===== src/rtl/mult_hilo_ctrl.sv =====
// -----------------------------------------------------------------------------
// mult_hilo_ctrl
//
// Sequencer for the shared 32x32 unsigned multiplier in the EX stage. It owns
// the architectural HI/LO pair and executes MULT, MULTU, MTHI, MTLO, MFHI and
// MFLO. While a product is settling in the external multi-cycle multiplier,
// the pipeline is held by dropping op_ready.
//
// Signed MULT is done in sign-magnitude form. The magnitudes |a| and |b| go to
// the unsigned multiplier. The 64-bit product is negated on writeback when the
// operand signs differ.
//
// Ports
//   clk       in   1   clock, rising edge
//   reset     in   1   asynchronous, active-high reset
//   op_valid  in   1   operation presented this cycle
//   op        in   3   0 MULT, 1 MULTU, 2 MTHI, 3 MTLO, 4 MFHI, 5 MFLO, 6/7 reserved
//   rs_val    in   32  operand a; also the source for MTHI/MTLO
//   rt_val    in   32  operand b
//   flush     in   1   squash the in-flight multiply or the presented op
//   op_ready  out  1   op accepted at this edge when op_valid & op_ready
//   busy      out  1   multiply in flight (= !op_ready)
//   mf_valid  out  1   one-cycle pulse: mf_data holds the MFHI/MFLO result
//   mf_data   out  32  registered HI or LO value
//   hi        out  32  architectural HI register
//   lo        out  32  architectural LO register
//   mul_a     out  32  multiplier input a, stable while busy
//   mul_b     out  32  multiplier input b, stable while busy
//   mul_p     in   64  unsigned product mul_a*mul_b from the external multiplier
//
// Parameters
//   LATENCY   cycles mul_p needs to settle after mul_a/mul_b change (1..15)
//   CNT_W     settle counter width; must hold LATENCY-1
// -----------------------------------------------------------------------------
module mult_hilo_ctrl #(
  parameter int LATENCY = 2,
  parameter int CNT_W   = 4
) (
  input  logic        clk,
  input  logic        reset,
  input  logic        op_valid,
  input  logic [2:0]  op,
  input  logic [31:0] rs_val,
  input  logic [31:0] rt_val,
  input  logic        flush,
  output logic        op_ready,
  output logic        busy,
  output logic        mf_valid,
  output logic [31:0] mf_data,
  output logic [31:0] hi,
  output logic [31:0] lo,
  output logic [31:0] mul_a,
  output logic [31:0] mul_b,
  input  logic [63:0] mul_p
);

  localparam logic [2:0] OP_MULT  = 3'd0;
  localparam logic [2:0] OP_MULTU = 3'd1;
  localparam logic [2:0] OP_MTHI  = 3'd2;
  localparam logic [2:0] OP_MTLO  = 3'd3;
  localparam logic [2:0] OP_MFHI  = 3'd4;
  localparam logic [2:0] OP_MFLO  = 3'd5;

  localparam logic [CNT_W-1:0] CNT_LOAD = CNT_W'(LATENCY - 1);

  typedef enum logic {
    S_IDLE = 1'b0,
    S_BUSY = 1'b1
  } state_t;

  state_t             r_state;
  logic [CNT_W-1:0]   r_cnt;
  logic               r_neg;
  logic [31:0]        r_hi;
  logic [31:0]        r_lo;
  logic [31:0]        r_mf_data;
  logic               r_mf_valid;
  logic [31:0]        r_mul_a;
  logic [31:0]        r_mul_b;

  logic               w_take;
  logic [63:0]        w_prod;

  // Two's-complement magnitude. 0x80000000 maps onto itself, which is the
  // correct unsigned magnitude of -2^31.
  function automatic logic [31:0] mag32(input logic [31:0] x);
    return x[31] ? (~x + 32'd1) : x;
  endfunction

  // 64-bit two's-complement negation, modulo 2^64.
  function automatic logic [63:0] neg64(input logic [63:0] x);
    return ~x + 64'd1;
  endfunction

  // op_ready depends on state only, so it never forms a path from op_valid.
  assign op_ready = (r_state == S_IDLE);
  assign busy     = (r_state == S_BUSY);

  // A flush in IDLE squashes the presented op before it is accepted.
  assign w_take = op_valid && !flush && (r_state == S_IDLE);

  always_comb begin
    w_prod = mul_p;
    if (r_neg) begin
      w_prod = neg64(mul_p);
    end
  end

  always_ff @(posedge clk or posedge reset) begin
    if (reset) begin
      r_state    <= S_IDLE;
      r_cnt      <= '0;
      r_neg      <= 1'b0;
      r_hi       <= '0;
      r_lo       <= '0;
      r_mf_data  <= '0;
      r_mf_valid <= 1'b0;
      r_mul_a    <= '0;
      r_mul_b    <= '0;
    end else begin
      r_mf_valid <= 1'b0;
      case (r_state)
        S_IDLE: begin
          if (w_take) begin
            case (op)
              OP_MULT: begin
                r_mul_a <= mag32(rs_val);
                r_mul_b <= mag32(rt_val);
                r_neg   <= rs_val[31] ^ rt_val[31];
                r_cnt   <= CNT_LOAD;
                r_state <= S_BUSY;
              end
              OP_MULTU: begin
                r_mul_a <= rs_val;
                r_mul_b <= rt_val;
                r_neg   <= 1'b0;
                r_cnt   <= CNT_LOAD;
                r_state <= S_BUSY;
              end
              OP_MTHI: r_hi <= rs_val;
              OP_MTLO: r_lo <= rs_val;
              OP_MFHI: begin
                r_mf_data  <= r_hi;
                r_mf_valid <= 1'b1;
              end
              OP_MFLO: begin
                r_mf_data  <= r_lo;
                r_mf_valid <= 1'b1;
              end
              default: begin
                // Reserved encodings are accepted and do nothing.
              end
            endcase
          end
        end
        S_BUSY: begin
          // Flush beats the final-cycle writeback: HI/LO stay untouched.
          if (flush) begin
            r_state <= S_IDLE;
          end else if (r_cnt == '0) begin
            r_hi    <= w_prod[63:32];
            r_lo    <= w_prod[31:0];
            r_state <= S_IDLE;
          end else begin
            r_cnt <= r_cnt - CNT_W'(1);
          end
        end
        default: r_state <= S_IDLE;
      endcase
    end
  end

  assign mf_valid = r_mf_valid;
  assign mf_data  = r_mf_data;
  assign hi       = r_hi;
  assign lo       = r_lo;
  assign mul_a    = r_mul_a;
  assign mul_b    = r_mul_b;

endmodule

===== config.mk =====
export PLATFORM = sky130hd
export DESIGN_NAME = mult_hilo_ctrl
export DESIGN_NICKNAME = d
export VERILOG_FILES = /design/src/rtl/mult_hilo_ctrl.sv
export SDC_FILE = /design/constraint.sdc
export NUM_CORES = 1
export LEC_CHECK = 0
export CORE_MARGIN = 1.5
export CORE_UTILIZATION = 40
export CTS_CLUSTER_SIZE = 16
export DETAILED_ROUTE_END_ITERATION = 10
export PLACE_DENSITY = 0.73
export REMOVE_ABC_BUFFERS = 1
export SYNTH_ARGS = -nofsm -noshare
export SYNTH_HDL_FRONTEND = slang
export SYNTH_SLANG_ARGS = --single-unit

===== constraint.sdc =====
create_clock -name clk -period 5.97 [get_ports clk]
set_input_delay 0.597 -clock clk [delete_from_list [all_inputs] [get_ports clk]]
set_output_delay 0.597 -clock clk [all_outputs]
set_load 0.005 [all_outputs]

==> results.txt, run 1 <==
- For this run, the leading register cell type out of synthesis is sky130_fd_sc_hd__dfrtp_1.
* Number of distinct library cells after synthesis: 52
- Number of warning messages in the yosys log: 0
* Top-level I/O count: 298
* Result of the run: finished, final reports clean
* Die Footprint: 25,190 um2
- Antenna cells: 0
* # rows: 56
- The final layout contains 1,533 nets.
* Average routed wire per standard cell: 19.78 um
- Setup repair after global routing left no endpoint under its margin.
- In this run, synthesis inferred 0 flip-flops with an integrated enable.
* Number of buffers on the longest clock path: 2
- Endpoint of the most critical setup path: hi[22]
- The analysis attributes to cell leakage a power of 5.418 nW.
* # port buffers: 297
* CTS tree: done
* Growth of design area from synthesis to finish: 38.71%
* Launching element of the worst setup path: op[0]
* Proportion of layout cells with a drive suffix above 1: 4.908%
- Cell type with the highest aggregate area in the netlist: sky130_fd_sc_hd__dfrtp_1
* Max-slew headroom: 21.41%
- Worst Hold Path Cells: 2
* Hold Path Origin: mul_b[14]
- Async S/R FF share, synth: 100.0%
- At the pin with the least slew margin, the transition time is 1179 ps.
- The share of synthesized area in the top cell type comes to 43.10%.
* Max rail drop VDD: 166.0 uV
* Type of destination of the critical path: flop
- Global Route Usage Sum: 26.99%
- The clock tree synthesis step divided the H-tree into 4 levels.
- Post-CTS repair changed the size of 0 cells.
* Reg2reg setup slack: 2660 ps
* Fin. Hold Viols: 0
- Entering global routing, the biggest net connects 130 pins.
- For this run, design rule violations remaining after detail routing come to 0.
* Filler instances: 2,206
* Starting density of the core: 41.07%
- In this run the post-CTS setup repair buffer count came out at 0.
* Logic depth of the worst register-to-register path: 8
* Die Span Y: 158.7 um
* Vias per std cell: 5.524
* Total via count after detailed routing: 9,529
- Setup crit start kind: input port
- Synthesis handed over a netlist of 1,136 instances.
- Startpoint of the worst register-to-register path: busy
* Worst Path Arrival: 3750 ps
- Core region area: 23,610 um2
- Routed Antenna Nets: 0
- Post-Route WL: 34,110 um
- The path class of the tightest hold or removal check is flop to flop.
* Setup Crit Path Kind: input port to flop
* Max Clock Skew: 12.71 ps
- First-pass GRT wire length: 53,360 um
- Counting the buffers created by CTS gives 17.
- Clock-pin slew was measured on the worst setup and hold paths at 70 ps.
- #FFs+latches synth: 167
- Total power divided by cell area: 344.2 nW/um2
* Max Cap Viol: 0
- FF-to-FF End: hi[22]
- RD Place Congestion: 0.9506
- Power after layout: 4.629 mW
- Estimated wirelength of the detail-placed design: 25,860 um
- Vias in the first global route: 9,253
- The tree is rooted in a sky130_fd_sc_hd__clkbuf_16.
- Total negative slack: 0 ps
- The detailed router finished its first iteration with 740 violations.
- Along the worst path, the maximum fanout reaches 32.
- The mapped netlist covers 9697 um2.
- Sorting the synthesized cells by area gives the leading types as sky130_fd_sc_hd__dfrtp_1, sky130_fd_sc_hd__xor2_1, sky130_fd_sc_hd__o21ai_0.
- The tree built by TritonCTS fans out to 167 sinks.
- The die is 158.7 um wide.
- Total gr overflow: 0
- Endpoint required time on the critical path: 6280 ps
- For this run, the top clock speed supported by timing is 291.2 MHz.
* Final critical delay including setup and external delays: 3434 ps
- Initial antenna violation count: 1
* Final period util: 57.52%
- Slew Viols, Final: 0
- After synthesis, the mean cell area works out to 8.536 um2.
* Cts-stage hold buffer count: 0
- Clock latency on the worst-skew pair, taken at its later pin, is 430 ps.
* Sequential-to-total area share from yosys stat: 43.10%
- Initial DRT Pass Iterations: 5
- Finish-stage setup viols: 0
-- state kept, by name, summed over array words and instances (netlist names) --
register	count
r_cnt	4
hi	32
mf_data	32
lo	32
busy	1
mul_b	32
mf_valid	1
r_neg	1
mul_a	32
-- cell usage in the layout (no fill, tap or decap), types with 4 or more instances in the layout --
cell / synthesis / layout
sky130_fd_sc_hd__a211oi_1: 17 / 17
sky130_fd_sc_hd__a21o_1: 18 / 17
sky130_fd_sc_hd__a21oi_1: 69 / 68
sky130_fd_sc_hd__a221oi_1: 11 / 11
sky130_fd_sc_hd__and2_1: 4 / 4
sky130_fd_sc_hd__buf_4: 0 / 8
sky130_fd_sc_hd__clkbuf_16: 0 / 17
sky130_fd_sc_hd__clkdlybuf4s50_1: 0 / 297
sky130_fd_sc_hd__clkinv_4: 0 / 4
sky130_fd_sc_hd__dfrtp_1: 167 / 165
sky130_fd_sc_hd__ha_1: 5 / 5
sky130_fd_sc_hd__inv_1: 13 / 12
sky130_fd_sc_hd__inv_6: 0 / 4
sky130_fd_sc_hd__mux2i_1: 4 / 4
sky130_fd_sc_hd__nand2_1: 179 / 178
sky130_fd_sc_hd__nand3_1: 12 / 12
sky130_fd_sc_hd__nand3b_1: 4 / 4
sky130_fd_sc_hd__nand4_1: 9 / 9
sky130_fd_sc_hd__nor2_1: 89 / 88
sky130_fd_sc_hd__nor2b_1: 34 / 34
sky130_fd_sc_hd__nor3_1: 17 / 17
sky130_fd_sc_hd__nor3b_1: 4 / 4
sky130_fd_sc_hd__nor4_1: 13 / 13
sky130_fd_sc_hd__o21ai_0: 152 / 152
sky130_fd_sc_hd__o21ai_1: 6 / 6
sky130_fd_sc_hd__o221ai_1: 8 / 8
sky130_fd_sc_hd__o22ai_1: 4 / 4
sky130_fd_sc_hd__o31ai_1: 29 / 29
sky130_fd_sc_hd__o41ai_1: 5 / 5
sky130_fd_sc_hd__o41ai_2: 4 / 4
sky130_fd_sc_hd__or2_2: 7 / 7
sky130_fd_sc_hd__or3_1: 19 / 19
sky130_fd_sc_hd__or4_1: 14 / 14
sky130_fd_sc_hd__xnor2_1: 27 / 27
sky130_fd_sc_hd__xor2_1: 91 / 91
-- Yosys cell counts, types with 6 or more instances --
cell and instances:
sky130_fd_sc_hd__or3_1 19, sky130_fd_sc_hd__a21o_1 18, sky130_fd_sc_hd__o221ai_1 8, sky130_fd_sc_hd__clkbuf_1 64
sky130_fd_sc_hd__or4_1 14, sky130_fd_sc_hd__a21oi_1 69, sky130_fd_sc_hd__or2_2 7, sky130_fd_sc_hd__o21ai_0 152
sky130_fd_sc_hd__o21ai_1 6, sky130_fd_sc_hd__dfrtp_1 167, sky130_fd_sc_hd__nand4_1 9, sky130_fd_sc_hd__xor2_1 91
sky130_fd_sc_hd__inv_1 13, sky130_fd_sc_hd__nand3_1 12, sky130_fd_sc_hd__nor3_1 17, sky130_fd_sc_hd__nor2_1 89
sky130_fd_sc_hd__xnor2_1 27, sky130_fd_sc_hd__nor2b_1 34, sky130_fd_sc_hd__nand2_1 179, sky130_fd_sc_hd__a221oi_1 11
sky130_fd_sc_hd__nor4_1 13, sky130_fd_sc_hd__a211oi_1 17, sky130_fd_sc_hd__o31ai_1 29
-- area by class of cell --
| class | instances | area (um2) | area share [%] |
|---|---|---|---|
| Multi-Input combinational cell | 889 | 5233 | 38.90 |
| Sequential cell | 167 | 4182 | 31.09 |
| Timing Repair Buffer | 305 | 3033 | 22.55 |
| Clock buffer | 20 | 456.7 | 3.395 |
| Tap cell | 319 | 399.1 | 2.967 |
| Clock inverter | 12 | 93.84 | 0.6977 |
| Inverter | 13 | 53.80 | 0.4000 |
-- how the worst min path moves through the flow --
| stage | to | slack [ps] |
|---|---|---|
| finish | mul_b[14] | 480 |
| global route | mf_data[18] | 500 |
| CTS | mf_data[18] | 480 |
| detailed placement | mul_b[14] | 470 |
| global placement | mul_b[20] | 460 |
| floorplan | r_cnt[0] | 460 |
-- worst max-delay path, stage by stage --
cell and delay, ps:
sky130_fd_sc_hd__clkdlybuf4s50_1 570, sky130_fd_sc_hd__or4b_1 620, sky130_fd_sc_hd__a21oi_2 160, sky130_fd_sc_hd__buf_4 330, sky130_fd_sc_hd__nand2_1 520, sky130_fd_sc_hd__or4_1 640, sky130_fd_sc_hd__o31ai_1 220, sky130_fd_sc_hd__nor2_1 80
-- logic make-up (layout without fill, tap and decap cells) --
| family | count (synthesis) | in the layout | synth area share [%] |
|---|---|---|---|
| AOI/OAI and AO/OA | 339 | 339 | 21.11 |
| xor gates and xnor gates | 118 | 118 | 10.66 |
| adders and majority gates | 5 | 5 | 0.6452 |
| buffers and inverters | 80 | 350 | 3.097 |
| DFF | 167 | 167 | 43.10 |
| muxes | 4 | 4 | 0.4129 |
| and+or+nand+nor | 423 | 423 | 20.98 |
-- metrics by stage --
stage	cells	setup WS (ps)	hold WS, ps	util [%]	area, um2
3_3_place_gp	1693	2265	461.2	54.63	12900
6_report	1725	2536	477.3	56.96	13450
5_1_grt	1725	2401	499.2	56.96	13450
3_5_place_dp	1693	2161	468.8	54.63	12900
4_1_cts	1725	2612	484.2	56.96	13450
2_1_floorplan	1069	854.6	461.5	-	9445
-- report_power, final --
part           internal (mW)  switching, mW
sequential              1.51          0.350
clock                  0.560          0.493
combinational           1.03          0.684
total                   3.10           1.53
-- metal layers --
| layer | part of all wire (%) | GRT usage, % |
|---|---|---|
| met1 | 42 | 33.93 |
| met2 | 47 | 44.76 |
| met3 | 8.5 | 7.863 |
| met4 | 2.6 | 8.009 |
| met5 | 0.038 | 0 |
(Power assumes the default switching activity.)
==> inputs of run 2 (changes only) <==
- PLACE_DENSITY: 0.73 -> 0.76
- clock period: 5.97 -> 2.95 ns (I/O delays scaled with it)
==> run 2 against run 1 <==
Worst hold slack got worse by 220 ps. Worst setup slack lost 2400 ps. First-iteration DRC count grew 24%. Power up 110%. Critical endpoint is now lo[28].
==> results.txt, run 2 (synthesis results as in run 1) <==
* Result of the run: finished, final reports clean
- The slew at the pin closest to its max-slew limit is 1055 ps (-124.1 ps).
* # rows: 56 (unchanged)
- The endpoint required time on the critical path came to 3260 ps (-3020 ps).
* Worst slack at placement: -365.0 ps (-2526 ps)
- Most common cell after layout, fill and taps aside: sky130_fd_sc_hd__clkdlybuf4s50_1
- The DRC violation count after routing was 0 (unchanged).
* Die Span Y: 158.7 um (unchanged)
- The count of nets left with antenna violations after detail routing was 0 (unchanged).
- Clock latency at the later pin of the worst-skew pair: 440 ps (about the same)
* Slew Viols, Final: 0 (unchanged)
- Worst-path cell chain: clkdlybuf4s50_1 -> inv_1 -> ha_1 -> or4b_1 -> or4_4 -> or4_4 -> o41ai_2 -> xor2_1 -> o221ai_1
- The starting density of the core was 41.07% (unchanged).
* Num CTS Buffers: 17 (unchanged)
- Average routed wire per standard cell: 19.60 um (-0.89%)
* Power after layout: 9.507 mW (+110%)
- The combinational power share was 37.6% (+0.5 points).
- Slowest stage cell on the critical path: sky130_fd_sc_hd__or4_4
- The area growth from synthesis to layout is 45.25%.
- Final period util: 95.30%
- The number of failing setup endpoints in the final timing report came to 0 (unchanged).
- Maximum number of pins on one net before global-route repair: 130 (unchanged)
- Setup repair after global routing left no endpoint under its margin.
- The number of H-tree levels was 4 (unchanged).
- Total via count after detailed routing: 9,933 (+4.2%)
* Proportion of layout cells with a drive suffix above 1: 9.791% (+4.9 points)
- The final cell count without fillers came to 1,801 (+4.4%).
* Max Clock Freq: 355.7 MHz
* Global Route Usage Sum: 27.75% (+0.76 points)
* Reg power frac: 39.3% (-0.9 points)
- Setup Crit Path Kind: input port to flop
* Die Footprint: 25,190 um2 (unchanged)
- Most used cell, CP: sky130_fd_sc_hd__or4_4
* Estimated wirelength of the detail-placed design: 26,790 um (+3.6%)
- The worst clock skew came to 12.73 ps (+0.02160 ps).
* CTS sink cnt: 167 (unchanged)
* Dpl cells: 1,768 (+4.4%)
- Leak Pwr: 5.820 nW (+7.4%)
- The buffer depth of the longest clock path was 2 (unchanged).
- Cts-stage hold buffer count: 0 (unchanged)
* Initial antenna violation count: 1 (unchanged)
* Internal Dissipation: 6.359 mW (+100%)
- Vias per std cell: 5.515 (-0.16%)
- Core region area: 23,610 um2 (unchanged)
- The worst slew margin relative to its limit came to 29.68% (+8.3 points).
* Clock input transition at the sequential cells of the worst setup and hold paths: 70 ps (about the same)
- Worst Path Arrival: 3120 ps (-630 ps)
* Max rail drop VDD: 343.0 uV (+110%)
* Critical Path Fanout Max: 4 (-88%)
- Die extent in x: 158.7 um (unchanged)
- The placer's final routability congestion estimate was 0.9454 (-0.55%).
- The port buffer count was 297 (unchanged).
- The area of all placed cells without fillers is 14,080 um2 (+4.7%).
* Core occupancy in the finished layout: 59.65% (+2.7 points)
* Setup crit start kind: input port
* First-pass GRT wire length: 54,860 um (+2.8%)
* # nets final: 1,608 (+4.9%)
* Type of destination of the critical path: flop
* Top-level I/O count: 298 (unchanged)
* CTS Root Buffer Type: sky130_fd_sc_hd__clkbuf_16
- The tightest min-delay check is of the input port to async pin type.
- Fin. Hold Viols: 0 (unchanged)
* Initial DRT Pass Iterations: 5 (unchanged)
- The clock period could shrink to 2811 ps.
* CTS tree: done
- Worst setup margin: 138.7 ps (-2398 ps)
* Vias in the first global route: 9,711 (+4.9%)
* Total gr overflow: 0 (unchanged)
- Switching Power: 3.148 mW (+110%)
- Delay of the slowest critical-path stage: 550 ps (-90 ps)
- The power share of the clock group is 23.1% (+0.4 points).
- The count of filler cells inserted in the layout was 2,094 (-5.1%).
- The net switching share of the total power was 33.11% (+0.13 points).
- The post-placement cell area is 13,500 um2 (+4.7%).
* Most frequent cells in the layout: sky130_fd_sc_hd__clkdlybuf4s50_1, sky130_fd_sc_hd__nand2_1, sky130_fd_sc_hd__dfrtp_1
* Total power divided by cell area: 675.0 nW/um2 (+96%)
- Number of violations reported at the end of detailed-routing iteration 0: 919 (+24%)
* Max Cap Viol: 0 (unchanged)
- The final routed wirelength across all metal layers is 35,300 um (+3.5%).
run 2: cell types whose count changed in the layout (fill, tap and decap cells not counted), moves of 2 or more:
| cell | before | now |
|---|---|---|
| sky130_fd_sc_hd__buf_12 | 0 | 3 |
| sky130_fd_sc_hd__buf_4 | 8 | 80 |
| sky130_fd_sc_hd__clkinv_2 | 2 | 0 |
| sky130_fd_sc_hd__inv_6 | 4 | 6 |
| sky130_fd_sc_hd__inv_8 | 0 | 2 |
| sky130_fd_sc_hd__clkinvlp_4 | 3 | 0 |
run 2: final timing paths:
| path | start | to | slack, ps | depth (start not counted) |
|---|---|---|---|---|
| hold reg to reg | mul_a[27] | mul_a[27] | 480 | 2 |
| hold / removal | reset | mul_a[21] | 250 | 2 |
| max in group asynchronous | reset | mul_b[1] | 1910 | 3 |
| setup reg to reg | r_cnt[0] | hi[21] | 360 | 9 |
| min in group clk | mul_a[27] | mul_a[27] | 480 | 2 |
| setup / recovery | mul_p[0] | lo[28] | 140 | 9 |
run 2: metal layers:
| layer | GRT usage (%) | part of all wire, % | vias to the layer above |
|---|---|---|---|
| met2 | 47.05 | 48 | 464 |
| met1 | 35.52 | 42 | 4735 |
| met5 | 0 | 0 | - |
| li1 | - | - | 4667 |
| met3 | 5.799 | 8.1 | 67 |
| met4 | 8.095 | 2.4 | 0 |
run 2: power groups by stage:
| stage | logic, mW | registers (mW) | clock network, mW |
|---|---|---|---|
| final | 3.58 | 3.74 | 2.19 |
| after global placement | 3.50 | 3.76 | 0 |
| after detailed placement | 3.57 | 3.77 | 0 |
| after floorplan | 1.27 | 3.66 | 0 |
| after global routing | 3.89 | 3.83 | 2.32 |
| after CTS | 3.60 | 3.74 | 2.23 |
run 2: per-stage QoR:
stage	setup TNS (ps)	hold WS, ps
CTS	0	263.0
global route	0	291.5
floorplan	-377190	423.1
detailed placement	-4158	468.9
global placement	-3099	460.0
finish	0	254.4
run 2: timing repair:
item | in CTS | in global routing
endpoints found under the setup margin | 0 | 5
buffers inserted | 0 | 0
gates resized for setup | 0 | 2
endpoints found under the hold margin | 0 | 0
run 2: critical path, delay by kind of cell:
family	cells	cell delay, ps
xor gates and xnor gates	1	190
adders and majority gates	1	190
AOI/OAI and AO/OA	2	460
buffers and inverters	2	480
and+or+nand+nor	3	1500
run 2: layout make-up:
cell class                 count  area, um2  share of cell area (%)
antenna                        1      2.502                 0.01777
clock inverter                12      110.1                  0.7817
clock buffer                  20      456.7                   3.242
sequential                   167       4182                   29.69
multi-input combinational    889       5248                   37.26
tap                          319      399.1                   2.834
timing repair buffer         380       3633                   25.80
inverter                      13      53.80                  0.3820
==> inputs of run 3 (changes only) <==
- CAP_MARGIN: default -> 20
==> run 3 against run 2 <==
Wire length shrank 0.23%. Sequential power is essentially flat. Worst hold slack gained 1.1 ps. Core utilization grew 0.12 points. Combinational power is essentially flat. Largest power group unchanged.
==> results.txt, run 3 (synthesis results as in run 1) <==
- Fin. Hold Viols: 0 (unchanged)
* Max Cap Viol: 0 (unchanged)
- The length of routed met2 wiring is 16,910 um (+0.75%).
* Post-CTS Setup Repair Bufs: 0 (unchanged)
* Top-level I/O count: 298 (unchanged)
- Die Span Y: 158.7 um (unchanged)
* CTS Root Buffer Type: sky130_fd_sc_hd__clkbuf_16
* Max Clock Freq: 354.6 MHz (-0.30%)
* Most frequent cells in the layout: sky130_fd_sc_hd__clkdlybuf4s50_1, sky130_fd_sc_hd__nand2_1, sky130_fd_sc_hd__dfrtp_1
- The port buffer count came to 297 (unchanged).
* # rows: 56 (unchanged)
- The count of nets left with antenna violations after detail routing is 0 (unchanged).
* Leak Pwr: 5.833 nW (+0.24%)
- Result of the run: finished, final reports clean
* Maximum number of pins on one net before global-route repair: 130 (unchanged)
- Min-Delay Path Class: input port to async pin
- Global Route Usage Sum: 27.75% (unchanged)
- The violation count after the first detailed-routing iteration is 952 (+3.6%).
* Finish-stage setup viols: 0 (unchanged)
- The buffer depth of the longest clock path came to 2 (unchanged).
- The DRC violation count after routing was 0 (unchanged).
- Setup Crit Path Kind: input port to flop
- Post-Route WL: 35,220 um (-0.23%)
* Delay of the slowest critical-path stage: 550 ps (about the same)
- The maximum ir drop on the vdd rail is 343.5 uV (+0.13%).
- Most common cell after layout, fill and taps aside: sky130_fd_sc_hd__clkdlybuf4s50_1
* Core region area: 23,610 um2 (unchanged)
- Critical Path Fanout Max: 4 (unchanged)
* Setup repair after global routing missed its margin: false
- FF-to-FF End: hi[21]
- Max-slew headroom: 47.59% (+18 points)
* Worst Path Arrival: 3130 ps (about the same)
- RD Place Congestion: 0.9454 (unchanged)
- Clock latency at the later pin of the worst-skew pair: 440 ps (about the same)
- The total buffers and inverters traversed by the critical path came to 2 (unchanged).
* Routed length on met3: 2959 um (+3.7%)
- The number of clock buffers inserted by TritonCTS was 17 (unchanged).
- Initial antenna violation count: 1 (unchanged)
* Final critical delay including setup and external delays: 2820 ps (+8.477 ps)
- Worst-path cell chain: clkdlybuf4s50_1 -> inv_1 -> ha_1 -> or4b_1 -> or4_4 -> or4_4 -> o41ai_2 -> xor2_1 -> o221ai_1
* Vias per std cell: 5.494 (-0.39%)
- Slew Viols, Final: 0 (unchanged)
- The highest layer touched by signal routing is met4.
- The detailed-routing wirelength on met1 came to 14,600 um (-1.4%).
- Family with the most delay on the worst path: simple AND/OR/NAND/NOR gates
- By instance count, the cell type seen most on the critical path is sky130_fd_sc_hd__or4_4.
* Total gr overflow: 0 (unchanged)
- Dpl cells: 1,768 (unchanged)
- The number of H-tree levels was 4 (unchanged).
- Die extent in x: 158.7 um (unchanged)
- The final layout net count was 1,609 (+0.062%).
- The first-pass iteration count of the detailed router was 5 (unchanged).
- The first-pass GRT wire length came to 54,860 um (unchanged).
- The CTS clock-pin slew for the worst setup and hold paths came to 70 ps (about the same).
- Compared with the post-synthesis result, the final layout area differs by 45.54%.
- The share of post-route cells with drive strength above 1 was 9.852% (+0.061 points).
- The aggregate negative setup slack is 0 ps (unchanged).
- The estimated wirelength of the detail-placed design was 26,790 um (unchanged).
* Average routed wire per standard cell: 19.54 um (-0.28%)
- On the critical path, the stage with the largest delay is an instance of sky130_fd_sc_hd__or4_4.
- CTS tree: done
- STA classifies the critical path endpoint as a flop.
* Final period util: 95.59% (+0.29 points)
- Total power divided by cell area: 674.1 nW/um2 (-0.14%)
* Setup crit start kind: input port
- Starting density of the core: 41.07% (unchanged)
* Fin cells: 1,802 (+0.056%)
* Endpoint required time on the critical path: 3260 ps (about the same)
* Vias in the first global route: 9,711 (unchanged)
- Startpoint of the worst register-to-register path: r_cnt[0]
- The overall die area is 25,190 um2 (unchanged).
- The slack of the worst reg-to-reg path came to 380 ps (+20 ps).
* Max Clock Skew: 12.67 ps (-0.05900 ps)
- Slew at the pin closest to its max-slew limit: 786.2 ps (-268.7 ps)
- CTS sink cnt: 167 (unchanged)
- Total via count after detailed routing: 9,900 (-0.33%)
- The depth of the most critical reg-to-reg path was 9 (unchanged).
-- run 3: cell types whose count changed in the layout (fill, tap and decap cells not counted) --
cell,delta
sky130_fd_sc_hd__buf_16,+1
-- run 3: cell type report --
cell class	count	area, um2
Fill cell	2092	9500
Multi-Input combinational cell	889	5248
Sequential cell	167	4182
Timing Repair Buffer	381	3661
Clock buffer	20	456.7
Tap cell	319	399.1
Clock inverter	12	110.1
Inverter	13	53.80
Antenna cell	1	2.502
-- run 3: worst max path at each step --
stage	from	end	slack [ps]	cells after the start
after global placement	mul_p[0]	hi[10]	-290	10
after floorplan	reset	busy	-1860	1
final	mul_p[0]	lo[28]	130	9
after detailed placement	mul_p[0]	hi[4]	-370	11
after global routing	mul_p[1]	hi[10]	10	10
after CTS	mul_p[0]	hi[4]	70	11
-- run 3: where the power goes --
group | internal [mW] | switching, mW
Sequential | 3.06 | 0.681
Combinational | 2.15 | 1.43
Clock | 1.16 | 1.04
Total | 6.36 | 3.15
-- run 3: routing by layer --
layer / up-vias / GRT usage (%)
met3: 56 / 5.799
met5: - / 0
met4: 0 / 8.095
li1: 4676 / -
met2: 450 / 47.05
met1: 4718 / 35.52
-- run 3: what timing repair did --
action / in CTS / in global routing
resized for setup: 0 / 2
endpoints found under the hold margin: 0 / 0
hold buffers: 0 / 0
setup endpoints to repair: 0 / 5
-- run 3: worst register-to-register path: cells and delay by family, from the launching register on --
| kind | cells | cell delay, ps |
|---|---|---|
| buf+inv | 1 | 100 |
| fa+ha+maj | 1 | 140 |
| simple gates | 4 | 1260 |
| flops | 1 | 410 |
| compound gates | 3 | 530 |
-- run 3: through the flow --
stage	setup slack, ps	utilization, %	hold WS, ps	cell area (um2)	total power [mW]
3_5_place_dp	-365.0	57.17	468.9	13500	7.333
5_1_grt	13.66	59.76	291.5	14110	10.05
2_1_floorplan	-1863	-	423.1	9445	4.929
6_report	130.2	59.77	255.5	14110	9.513
3_3_place_gp	-290.0	57.17	460.0	13500	7.257
4_1_cts	65.51	59.58	263.0	14070	9.562
==> edit, RTL diff (settings of run 1) <==
Change the parameter `CNT_W` from 4 to 6.
--- a/src/rtl/mult_hilo_ctrl.sv
+++ b/src/rtl/mult_hilo_ctrl.sv
@@ -36,3 +36,3 @@
   parameter int LATENCY = 2,
-  parameter int CNT_W   = 4
+  parameter int CNT_W   = 6
 ) (
Function: not settled (the Yosys comparison gave no result); the edit may change what the design does.
==> edit against run 1 <==
Wire length is 1.1% lower; design area up 2.2%; synthesized area grew 2.9%; total power increased by 4.8%; setup slack improved by 65 ps; sequential share of layout area fell by 0.31 points; first-iteration DRC count decreased by 7.6%; sequential cell count increased by 2; critical path type unchanged; largest cell class unchanged; largest power group unchanged.
==> edit: results (changes against run 1) <==
- Status: completed
- Part of the Yosys area used for sequential elements: 0.424 (-0.00714)
- Syn Inst Count: 1141 (+0.44%)
- Maximum ir drop on the vdd rail: 0.194 mV (+17%)
- Arrival time of the worst setup path: 3700 ps (-50 ps)
- Synth top area share: 0.424 (-0.00714)
- Post-Place Worst Slack: 2230 ps (+65.7 ps)
- Startpoint of the most critical setup path: mul_p[39]
- Setup slack of the worst register-to-register path: 2820 ps (+160 ps)
- Share of the synthesized area in compound gates (AO/OA/AOI/OAI): 0.220 (+0.00859)
- Via count of the first global-routing pass: 9032 (-2.4%)
- Maximum number of pins on one net before global-route repair: 128 (-1.5%)
- Ranking of synthesized cells by area: dfrtp_1, o21ai_0, xor2_1, nand2_1, xnor2_1
- Static leakage: 5.43 nW (+0.24%)
- Worst slew pin tran: 1140 ps (-41.3 ps)
- Fraction of synthesized cell area in xor and xnor cells: 0.104 (-0.00213)
- Routed WL: 33700 um (-1.1%)
- Termination of the worst setup path: hi[28]$_DFFE_PP0P_
- Fraction of layout instances using a drive strength above 1: 0.0555 (+0.00640)
- Highest net fanout along the worst path: 11 (-66%)
- DR vias/cell: 5.49 (-0.61%)
- Setup ws final: 2600 ps (+65.2 ps)
- Detailed-placement wirelength estimate: 24700 um (-4.5%)
- Endpoint of the worst-slack reg-to-reg timing path: lo[31]$_DFFE_PP0P_
- Worst clock skew on the final layout: 11.2 ps (-1.50 ps)
- Source-to-sink clock delay at the later pin of the worst-skew pair: 450 ps (+20 ps)
- Detailed router's first-iteration violation count: 684 (-7.6%)
- Share of cell area taken by muxes after synthesis: 0.0161 (+0.0119)
- All-layer global routing usage: 0.259 (-0.0106)
- Routability-driven placement congestion ratio: 0.867 (-8.8%)
- Wire length of the first global-routing pass: 51800 um (-2.9%)
-- edit: cell count changes in the layout (fill, tap and decap cells not counted), moves of 6 or more --
cell             run 1  this run
a21oi_1             68        53
o41ai_1              5        18
a31oi_1              2         8
inv_1               12        20
xnor2_1             27        42
xor2_1              91        77
o221ai_1             8         1
mux2i_1              4        16
nand2b_1             2        10
o21ai_0            152       171
nand2_1            178       142
-- edit: cells by family after synthesis --
kind of cell,after synthesis
simple gates,381
compound gates,353
flops,169
xor+xnor,119
buf+inv,98
mux,16
fa+ha+maj,5
-- edit: layout make-up --
class	count	area (sq um)
Multi-Input combinational cell	874	5390
Clock inverter	14	136
Inverter	22	87.6
Timing Repair Buffer	309	3060
Fill cell	2247	10600
Sequential cell	169	4230
Tap cell	324	405
Clock buffer	18	439
-- edit: how the worst min path moves through the flow --
stage | startpoint | endpoint | slack [ps] | depth (start not counted)
6_report | mul_b[6]$_DFFE_PP0P_ | mul_b[6]$_DFFE_PP0P_ | 480 | 2
5_1_grt | r_cnt[0]$_DFFE_PP0P_ | r_cnt[0]$_DFFE_PP0P_ | 510 | 1
4_1_cts | mul_a[20]$_DFFE_PP0P_ | mul_a[20]$_DFFE_PP0P_ | 480 | 2
3_5_place_dp | mul_b[15]$_DFFE_PP0P_ | mul_b[15]$_DFFE_PP0P_ | 470 | 2
3_3_place_gp | mul_a[2]$_DFFE_PP0P_ | mul_a[2]$_DFFE_PP0P_ | 460 | 2
2_1_floorplan | r_cnt[0]$_DFFE_PP0P_ | r_cnt[0]$_DFFE_PP0P_ | 450 | 1
-- edit: critical path, delay by kind of cell --
family                 cells  cell delay (ps)
XOR/XNOR                   1              110
buffers and inverters      1              470
AND/OR/NAND/NOR            3             1690
AO/OA/AOI/OAI              2              830
-- edit: per-stage QoR --
step                total power [mW]  utilization
finish                          4.85        0.564
global route                    5.15        0.564
CTS                             4.88        0.564
detailed placement              3.76        0.540
global placement                3.72        0.540
floorplan                       2.56            -
-- edit: power groups by stage --
stage | Sequential [mW] | Clock [mW] | Combinational, mW
3_5_place_dp | 1.89 | 0 | 1.86
4_1_cts | 1.88 | 1.12 | 1.87
5_1_grt | 1.94 | 1.18 | 2.03
3_3_place_gp | 1.89 | 0 | 1.83
2_1_floorplan | 1.88 | 0 | 0.686
6_report | 1.88 | 1.12 | 1.86
-- edit: routing by layer --
metal / vias to the layer above / track usage / wire [um]
li1: 4548 / - / -
met1: 4564 / 0.350 / 14900
met2: 341 / 0.414 / 15900
met3: 45 / 0.0540 / 2160
met4: 0 / 0.0892 / 811
met5: - / 0 / 0
